File: config.mk
export PLATFORM = sky130hd
export DESIGN_NAME = compare_unit_flat
export DESIGN_NICKNAME = d
export VERILOG_FILES = /design/src/rtl/compare_unit_if.sv /design/src/rtl/compare_unit.sv /design/src/flat_wrapper.sv
export SDC_FILE = /design/constraint.sdc
export NUM_CORES = 1
export LEC_CHECK = 0
export ABC_AREA = 0
export BUFFER_PORTS_ARGS = -buffer_cell sky130_fd_sc_hd__buf_2
export CAP_MARGIN = 10
export CELL_PAD_IN_SITES_DETAIL_PLACEMENT = 0
export CELL_PAD_IN_SITES_GLOBAL_PLACEMENT = 2
export CORE_UTILIZATION = 39
export CTS_BUF_LIST = sky130_fd_sc_hd__clkbuf_16
export CTS_CLUSTER_SIZE = 20
export DETAILED_ROUTE_END_ITERATION = 10
export GPL_ROUTABILITY_DRIVEN = 0
export GPL_TIMING_DRIVEN = 0
export PLACE_DENSITY = 0.95
export SYNTH_ARGS = -nofsm -noshare
export SYNTH_HDL_FRONTEND = slang
export SYNTH_SLANG_ARGS = --single-unit
File: constraint.sdc
create_clock -name clock -period 5 [get_ports clock]
set_clock_uncertainty 0.1 [all_clocks]
set_input_delay 0 -clock clock [delete_from_list [all_inputs] [get_ports clock]]
set_output_delay 0 -clock clock [all_outputs]
set_load 0.05 [all_outputs]
File: src/rtl/compare_unit_if.sv
// Operand/result handshake bundle for compare_unit.
// master = operand producer and result consumer; slave = the comparator.
interface compare_unit_if #(
  parameter int WIDTH = 32
);
  logic             in_valid;
  logic             in_ready;
  logic [WIDTH-1:0] a;
  logic [WIDTH-1:0] b;
  logic             out_valid;
  logic             out_ready;
  logic             ne;
  logic             eq;
  logic             lt;
  logic             busy;

  modport master (
    output in_valid, a, b, out_ready,
    input  in_ready, out_valid, ne, eq, lt, busy
  );

  modport slave (
    input  in_valid, a, b, out_ready,
    output in_ready, out_valid, ne, eq, lt, busy
  );
endinterface

File: src/rtl/compare_unit.sv
// Multi-cycle comparator: scans CHUNK bits per cycle, MS chunk first, stops on first difference.
// Optional macro SIGNED_LT_EN enables the signed less-than flag; otherwise lt is tied low.
module compare_unit #(
  parameter int WIDTH = 32,
  parameter int CHUNK = 8
) (
  input  logic           clock,
  input  logic           reset_n,
  compare_unit_if.slave  bus
);

  localparam int NCHUNK = WIDTH / CHUNK;
  localparam int IW     = (NCHUNK > 1) ? $clog2(NCHUNK) : 1;
  localparam logic [IW-1:0] IDX_TOP = IW'(NCHUNK - 1);

  typedef enum logic [1:0] {IDLE, SCAN, DONE} state_t;

  state_t           state_q;
  logic [WIDTH-1:0] a_q, b_q;
  logic [IW-1:0]    idx_q;
  logic             ne_q, eq_q;
  logic             in_ready_q, out_valid_q, busy_q;

  logic [CHUNK-1:0] a_chunk [NCHUNK];
  logic [CHUNK-1:0] b_chunk [NCHUNK];
  logic [CHUNK-1:0] ca, cb;

  genvar gi;
  generate
    for (gi = 0; gi < NCHUNK; gi++) begin : g_chunk
      assign a_chunk[gi] = a_q[gi*CHUNK +: CHUNK];
      assign b_chunk[gi] = b_q[gi*CHUNK +: CHUNK];
    end
  endgenerate

  assign ca = a_chunk[idx_q];
  assign cb = b_chunk[idx_q];

`ifdef SIGNED_LT_EN
  logic lt_q;
  logic lt_chunk;
  // Only the top chunk carries the sign; lower chunks are plain magnitude digits.
  assign lt_chunk = (idx_q == IDX_TOP) ? ($signed(ca) < $signed(cb)) : (ca < cb);
  assign bus.lt   = lt_q;
`else
  assign bus.lt   = 1'b0;
`endif

  always_ff @(posedge clock or negedge reset_n) begin
    if (!reset_n) begin
      state_q     <= IDLE;
      idx_q       <= IDX_TOP;
      a_q         <= '0;
      b_q         <= '0;
      ne_q        <= 1'b0;
      eq_q        <= 1'b0;
`ifdef SIGNED_LT_EN
      lt_q        <= 1'b0;
`endif
      in_ready_q  <= 1'b1;
      out_valid_q <= 1'b0;
      busy_q      <= 1'b0;
    end else begin
      case (state_q)
        IDLE: begin
          if (bus.in_valid) begin
            a_q        <= bus.a;
            b_q        <= bus.b;
            ne_q       <= 1'b0;
            eq_q       <= 1'b0;
`ifdef SIGNED_LT_EN
            lt_q       <= 1'b0;
`endif
            idx_q      <= IDX_TOP;
            state_q    <= SCAN;
            in_ready_q <= 1'b0;
            busy_q     <= 1'b1;
          end
        end
        SCAN: begin
          if (ca != cb) begin
            ne_q        <= 1'b1;
            eq_q        <= 1'b0;
`ifdef SIGNED_LT_EN
            lt_q        <= lt_chunk;
`endif
            state_q     <= DONE;
            out_valid_q <= 1'b1;
          end else if (idx_q == '0) begin
            ne_q        <= 1'b0;
            eq_q        <= 1'b1;
`ifdef SIGNED_LT_EN
            lt_q        <= 1'b0;
`endif
            state_q     <= DONE;
            out_valid_q <= 1'b1;
          end else begin
            idx_q <= idx_q - 1'b1;
          end
        end
        DONE: begin
          // Flags deliberately survive the handshake until the next acceptance.
          if (bus.out_ready) begin
            state_q     <= IDLE;
            out_valid_q <= 1'b0;
            in_ready_q  <= 1'b1;
            busy_q      <= 1'b0;
          end
        end
        default: begin
          state_q     <= IDLE;
          out_valid_q <= 1'b0;
          in_ready_q  <= 1'b1;
          busy_q      <= 1'b0;
        end
      endcase
    end
  end

  assign bus.in_ready  = in_ready_q;
  assign bus.out_valid = out_valid_q;
  assign bus.ne        = ne_q;
  assign bus.eq        = eq_q;
  assign bus.busy      = busy_q;

endmodule

File: src/flat_wrapper.sv
// flat-port wrapper written by rule: the top's interface ports become plain ports
module compare_unit_flat 
#(
  parameter int WIDTH = 32,
  parameter int CHUNK = 8
)
  (clock, reset_n, bus_in_valid, bus_a, bus_b, bus_out_ready, bus_in_ready, bus_out_valid, bus_ne, bus_eq, bus_lt, bus_busy);
  compare_unit_if #(.WIDTH(WIDTH)) bus_i ();
  input  logic clock;
  input  logic reset_n;
  input wire logic [$bits(bus_i.in_valid)-1:0] bus_in_valid;
  input wire logic [$bits(bus_i.a)-1:0] bus_a;
  input wire logic [$bits(bus_i.b)-1:0] bus_b;
  input wire logic [$bits(bus_i.out_ready)-1:0] bus_out_ready;
  output wire logic [$bits(bus_i.in_ready)-1:0] bus_in_ready;
  output wire logic [$bits(bus_i.out_valid)-1:0] bus_out_valid;
  output wire logic [$bits(bus_i.ne)-1:0] bus_ne;
  output wire logic [$bits(bus_i.eq)-1:0] bus_eq;
  output wire logic [$bits(bus_i.lt)-1:0] bus_lt;
  output wire logic [$bits(bus_i.busy)-1:0] bus_busy;
  assign bus_i.in_valid = bus_in_valid;
  assign bus_i.a = bus_a;
  assign bus_i.b = bus_b;
  assign bus_i.out_ready = bus_out_ready;
  assign bus_in_ready = bus_i.in_ready;
  assign bus_out_valid = bus_i.out_valid;
  assign bus_ne = bus_i.ne;
  assign bus_eq = bus_i.eq;
  assign bus_lt = bus_i.lt;
  assign bus_busy = bus_i.busy;
  compare_unit #(.WIDTH(WIDTH), .CHUNK(CHUNK)) u_core (.clock(clock), .reset_n(reset_n), .bus(bus_i));
endmodule
==> impl_metrics.ini, run 1 <==
[status]
status = completed

[critical_path]
crit_type = reg -> reg
worstPathRequired_ps = 5110
critPathCaptureType = flop
cp.arrival_ps = 2150
crit_fanout = 10
cp-start-kind = flop

[logic_synthesis]
yosysMostFrequentCell = dfrtp_1
yosysTopAreaCellShare_pct = 53.7
synth_area_leaders = dfrtp_1 (54%), mux2_2 (22%), xor2_1 (6.4%), dfstp_2 (2.4%), xnor2_1 (2.1%)
syn_inst = 234
synth.distinct_cells = 33
synth_area_per_cell_sq_um = 13.9
ys_async_sr_fraction_pct = 100
synth_nets = 303
ys.flop_type = dfrtp_1
synth.largest_area_cell = dfrtp_1
synthTopCellsByCount = dfrtp_1 (70), mux2_2 (64), xor2_1 (24)
synth_area_sq_mm = 0.00326
seq_area_frac_synth_pct = 56.1
ys_ff_latch = 73
ys_warn_count = 0
synth_edf_count = 0

[routing]
wl_per_cell_um = 14.0
ant_nets = 0
routed_wl_mm = 6.87
drcViolationCount = 0
via_per_inst = 4.69
drt_first_pass_iters = 4
via_count = 2307
drtIter0Drc = 44

[cts]
cts_tree = built
clock_sinks = 73
cts_resized = 0
cts_max_level = 3
numCtsBuffers = 9
cts_root_buf = clkbuf_16
clock_latency_ps = 320
clockBufferDepth = 2
clkTransAtPathRegs_ps = 60
cts_post_setup_buffers_inserted = 0
cts_hold_buf = 67

[timing]
rsz0062_at_grt = no
setup_viol = 0
final_max_slew_viol_count = 0
period_share_pct = 40.9
hold-worst-slack_ps = 41.9
hold_viol = 0
fin_crit_ps = 2040
tns_ps = 0
timing.fmax_mhz = 490

[finish]
regArea_sq_mm = 0.00183
n_fill_cell = 646
finalNonFillerCells = 492
nets = 454
drive_gt1_share_pct = 43.3
area_growth_pct = 46.7
multi_input_area_sq_mm = 0.00136
antenna_cells = 0

[floorplanning]
start_util_pct = 41.2
dieArea_sq_mm = 0.00874
rows = 32
ioPinCount = 74
die-height_um = 93.5
die_w_um = 93.5
core_area_sq_mm = 0.00793

[power]
leakagePower_nw = 2.15
vdd_drop_max_mv = 0.296
p_per_area_mw_per_mm2 = 564

[placement]
numPortBuffers = 72
placedCellCount = 409
hpwl_mm = 4.59

[global_routing]
overflow = 0
grt_pass1_vias = 2486
grt_max_degree = 47
track_usage_pct = 17.7
grt_pass1_wl_mm = 11.6
antenna_found_initial = 0

[run]
drv_cap = 0

[min_path]
holdCritPathClass = in -> async
==> area by class of cell <==
class | count | share of cell area [%]
Tap cell | 102 | 2.67
Inverter | 4 | 0.314
Timing Repair Buffer | 140 | 22.2
Buffer | 9 | 1.20
Clock buffer | 9 | 4.70
Multi-Input combinational cell | 148 | 28.4
Clock inverter | 7 | 2.33
Sequential cell | 73 | 38.2
==> power by group <==
| part | total, mW | leakage (nW) | switching (mW) | internal, mW |
|---|---|---|---|---|
| clock network | 0.712 | 0.168 | 0.229 | 0.483 |
| registers | 1.08 | 0.850 | 0.193 | 0.885 |
| logic | 0.910 | 1.13 | 0.390 | 0.520 |
| total | 2.70 | 2.15 | 0.811 | 1.89 |
==> per-stage QoR <==
step           cell area [sq um]  util [%]  power, mW  setup WS (ps)
6_report                    4790      60.4       2.70           2960
2_1_floorplan               3260         -       1.75           3300
3_3_place_gp                3750      47.3       1.93           2960
5_1_grt                     4790      60.4       2.86           2810
4_1_cts                     4790      60.4       2.73           2910
3_5_place_dp                3780      47.7       1.97           2930
==> cells in the final DEF (no fill, tap or decap), types with 4 or more instances in the layout <==
cell type / synthesis / final
buf_4: 5 / 6
clkbuf_16: 0 / 9
dlygate4sd3_1: 0 / 67
o21ai_0: 5 / 5
nor2_1: 6 / 6
mux2_2: 64 / 64
dfrtp_1: 70 / 70
buf_2: 4 / 75
xor2_1: 24 / 24
inv_1: 3 / 4
xnor2_1: 8 / 8
nor4_1: 5 / 5
nor2b_1: 4 / 4
mux2i_1: 5 / 5
==> logic make-up (layout without fill, tap and decap cells) <==
group	Yosys count	after routing	share of synthesized area [%]
buffers and inverters	13	169	2.22
AOI/OAI and AO/OA	17	17	3.83
DFF	73	73	56.1
adders and majority gates	1	1	0.383
and+or+nand+nor	28	28	5.14
muxes	69	69	23.6
xor gates and xnor gates	32	32	8.59
other	1	1	0.115
==> sequential cells by signal, indices dropped and copies added (netlist names) <==
name                  count
u_core.a_q               32
u_core.b_q               32
u_core.idx_q              2
u_core.state_q            2
u_core.bus.busy           1
u_core.bus.eq             1
u_core.bus.in_ready       1
u_core.bus.ne             1
u_core.bus.out_valid      1
==> routing by layer <==
layer / vias to the layer above / track usage (%) / part of all wire, %
met5: - / 0 / 0
li1: 1119 / - / -
met1: 1131 / 22.2 / 44
met4: 0 / 6.67 / 1.6
met2: 47 / 30.0 / 51
met3: 10 / 3.58 / 3.1
==> worst paths after layout <==
path / cells past startpoint / slack [ps] / to / from
min: 2 / 40 / u_core.bus.busy / reset_n
max: 5 / 2960 / u_core.a_q[11] / u_core.state_q[1]
min in group clock: 3 / 340 / u_core.a_q[8] / bus_a[8]
max in group asynchronous: 3 / 4170 / u_core.idx_q[1] / reset_n
max reg2reg: 5 / 2960 / u_core.a_q[11] / u_core.state_q[1]
min reg2reg: 1 / 420 / u_core.bus.out_valid / u_core.bus.out_valid
==> worst max-delay path: stages (launching register included) <==
cell	delay, ps
dfrtp_1	460
nor2b_1	240
and2b_1	240
buf_2	280
buf_4	250
mux2_2	360
Note: power is estimated with default switching activity, not from simulation.
==> run 2: changes to the inputs <==
- CORE_UTILIZATION: 39 -> 33
- PLACE_DENSITY: 0.95 -> 0.88
- clock period: 5 -> 1.76 ns (I/O delays scaled with it)
==> impl_metrics.ini, run 2 (synthesized netlist as in run 1, its figures left out) <==
[status]
status = finished, violations left
violations = negative setup slack

[power]
leakagePower_nw = 2.17
vdd_drop_max_mv = 0.723
p_per_area_mw_per_mm2 = 1590

[routing]
dr_wl_met3_um = 237
top_layer_used = met4
ant_nets = 0
routed_wl_mm = 7.06
drtIter0Drc = 30
wirelength_met1_mm = 3.03
via_per_inst = 4.41
drcViolationCount = 0
dr_wl_met2_mm = 3.68
wl_per_cell_um = 13.5
drt_first_pass_iters = 4
via_count = 2302

[cts]
clockBufferDepth = 2
cts_root_buf = clkbuf_16
cts_tree = built
numCtsBuffers = 9
clock_sinks = 73
clock_latency_ps = 320
cts_max_level = 3
clkTransAtPathRegs_ps = 50

[finish]
n_fill_cell = 855
drive_gt1_share_pct = 46.8
multi_input_area_sq_mm = 0.00141
antenna_cells = 0
nets = 457
final_cell_mix = buf_2 (74), dfrtp_1 (69), dlygate4sd3_1 (67), mux2_2 (64), xor2_1 (24)
top_regs = u_core.a_q x32, u_core.b_q x32
finalNonFillerCells = 522
regArea_sq_mm = 0.00183
fin_area_sq_mm = 0.00492
final_common_cell = buf_2
area_growth_pct = 50.8

[timing]
rsz0062_at_grt = yes
hold_viol = 0
period_share_pct = 101
final_max_slew_viol_count = 0
fin_crit_ps = 1780
timing.fmax_mhz = 562
setup_viol = 1
setup_ws_ps = -18.4
tns_ps = -18.4

[placement]
hpwl_mm = 4.63
place_area_sq_mm = 0.00381
placedCellCount = 436
numPortBuffers = 72
dp_worst_setup_slack_ps = -306

[global_routing]
grt_pass1_wl_mm = 11.4
antenna_found_initial = 0
grt_max_degree = 74
overflow = 0
track_usage_pct = 14.9
grt_pass1_vias = 2448

[floorplanning]
die-height_um = 101
dieArea_sq_mm = 0.0103
rows = 35
start_util_pct = 34.7
die_w_um = 101
core_area_sq_mm = 0.00942
ioPinCount = 74

[critical_path]
critPathCaptureType = flop
cp.arrival_ps = 1890
crit_fanout = 3
cp-start-kind = flop
crit_type = reg -> reg
worstPathRequired_ps = 1870

[run]
drv_cap = 0

[min_path]
holdCritPathClass = in -> async
run 2: cell count changes in the layout (fill, tap and decap cells not counted), sizes merged:
| cell | delta |
|---|---|
| clkinv | +1 |
| inv | -1 |
| buf | +3 |
run 2: worst paths after layout:
path / start / end / slack (ps) / cells past startpoint
min in group clock: bus_a[6] / u_core.a_q[6] / 340 / 3
worst min register to register: u_core.bus.out_valid / u_core.bus.out_valid / 420 / 1
worst max register to register: u_core.a_q[12] / u_core.bus.out_valid / -20 / 6
max in group asynchronous: reset_n / u_core.idx_q[1] / 1110 / 3
worst min-delay path: reset_n / u_core.bus.busy / 150 / 3
worst max-delay path: u_core.a_q[12] / u_core.bus.out_valid / -20 / 6
run 2: critical path, cell delays in order (launching register included):
cell and delay (ps):
dfrtp_1 390, xor2_1 160, nor4_1 330, nand2_1 130, a21oi_2 210, a21oi_2 100, o31a_1 240
run 2: routing by layer:
layer  up-vias  global-route usage (%)
li1       1126                       -
met1      1120                    17.5
met2        47                    26.4
met3         9                    4.42
met4         0                    4.46
met5         -                       0
run 2: through the flow:
step                power, mW  utilization (%)  hold slack [ps]
global route             8.33             52.3              181
CTS                      7.89             52.1              155
floorplan                4.97                -             -396
detailed placement       5.60             40.5            -54.0
global placement         5.50             40.2              133
finish                   7.85             52.3              148
run 2: layout make-up:
cell class / count / share of cell area [%]
plain buffers: 9 / 1.68
clock buffers: 9 / 4.58
clock inverters: 7 / 2.21
inverters: 4 / 0.305
multi-input cells: 148 / 28.7
flip-flops and latches: 73 / 37.2
well taps: 129 / 3.28
repair buffers: 143 / 22.0
run 2: repair_timing:
action / 4_1_cts / 5_1_grt
hold buffers: 67 / 0
buffers inserted: 1 / 2
endpoints found under the hold margin: 142 / 0
gates resized for setup: 19 / 2
setup endpoints to repair: 71 / 62
pin swaps: 2 / 2
run 2: power by group:
part | switching [mW] | internal (mW) | total [mW]
clock network | 0.659 | 1.37 | 2.03
registers | 0.543 | 2.52 | 3.06
logic | 1.19 | 1.58 | 2.76
total | 2.39 | 5.46 | 7.85
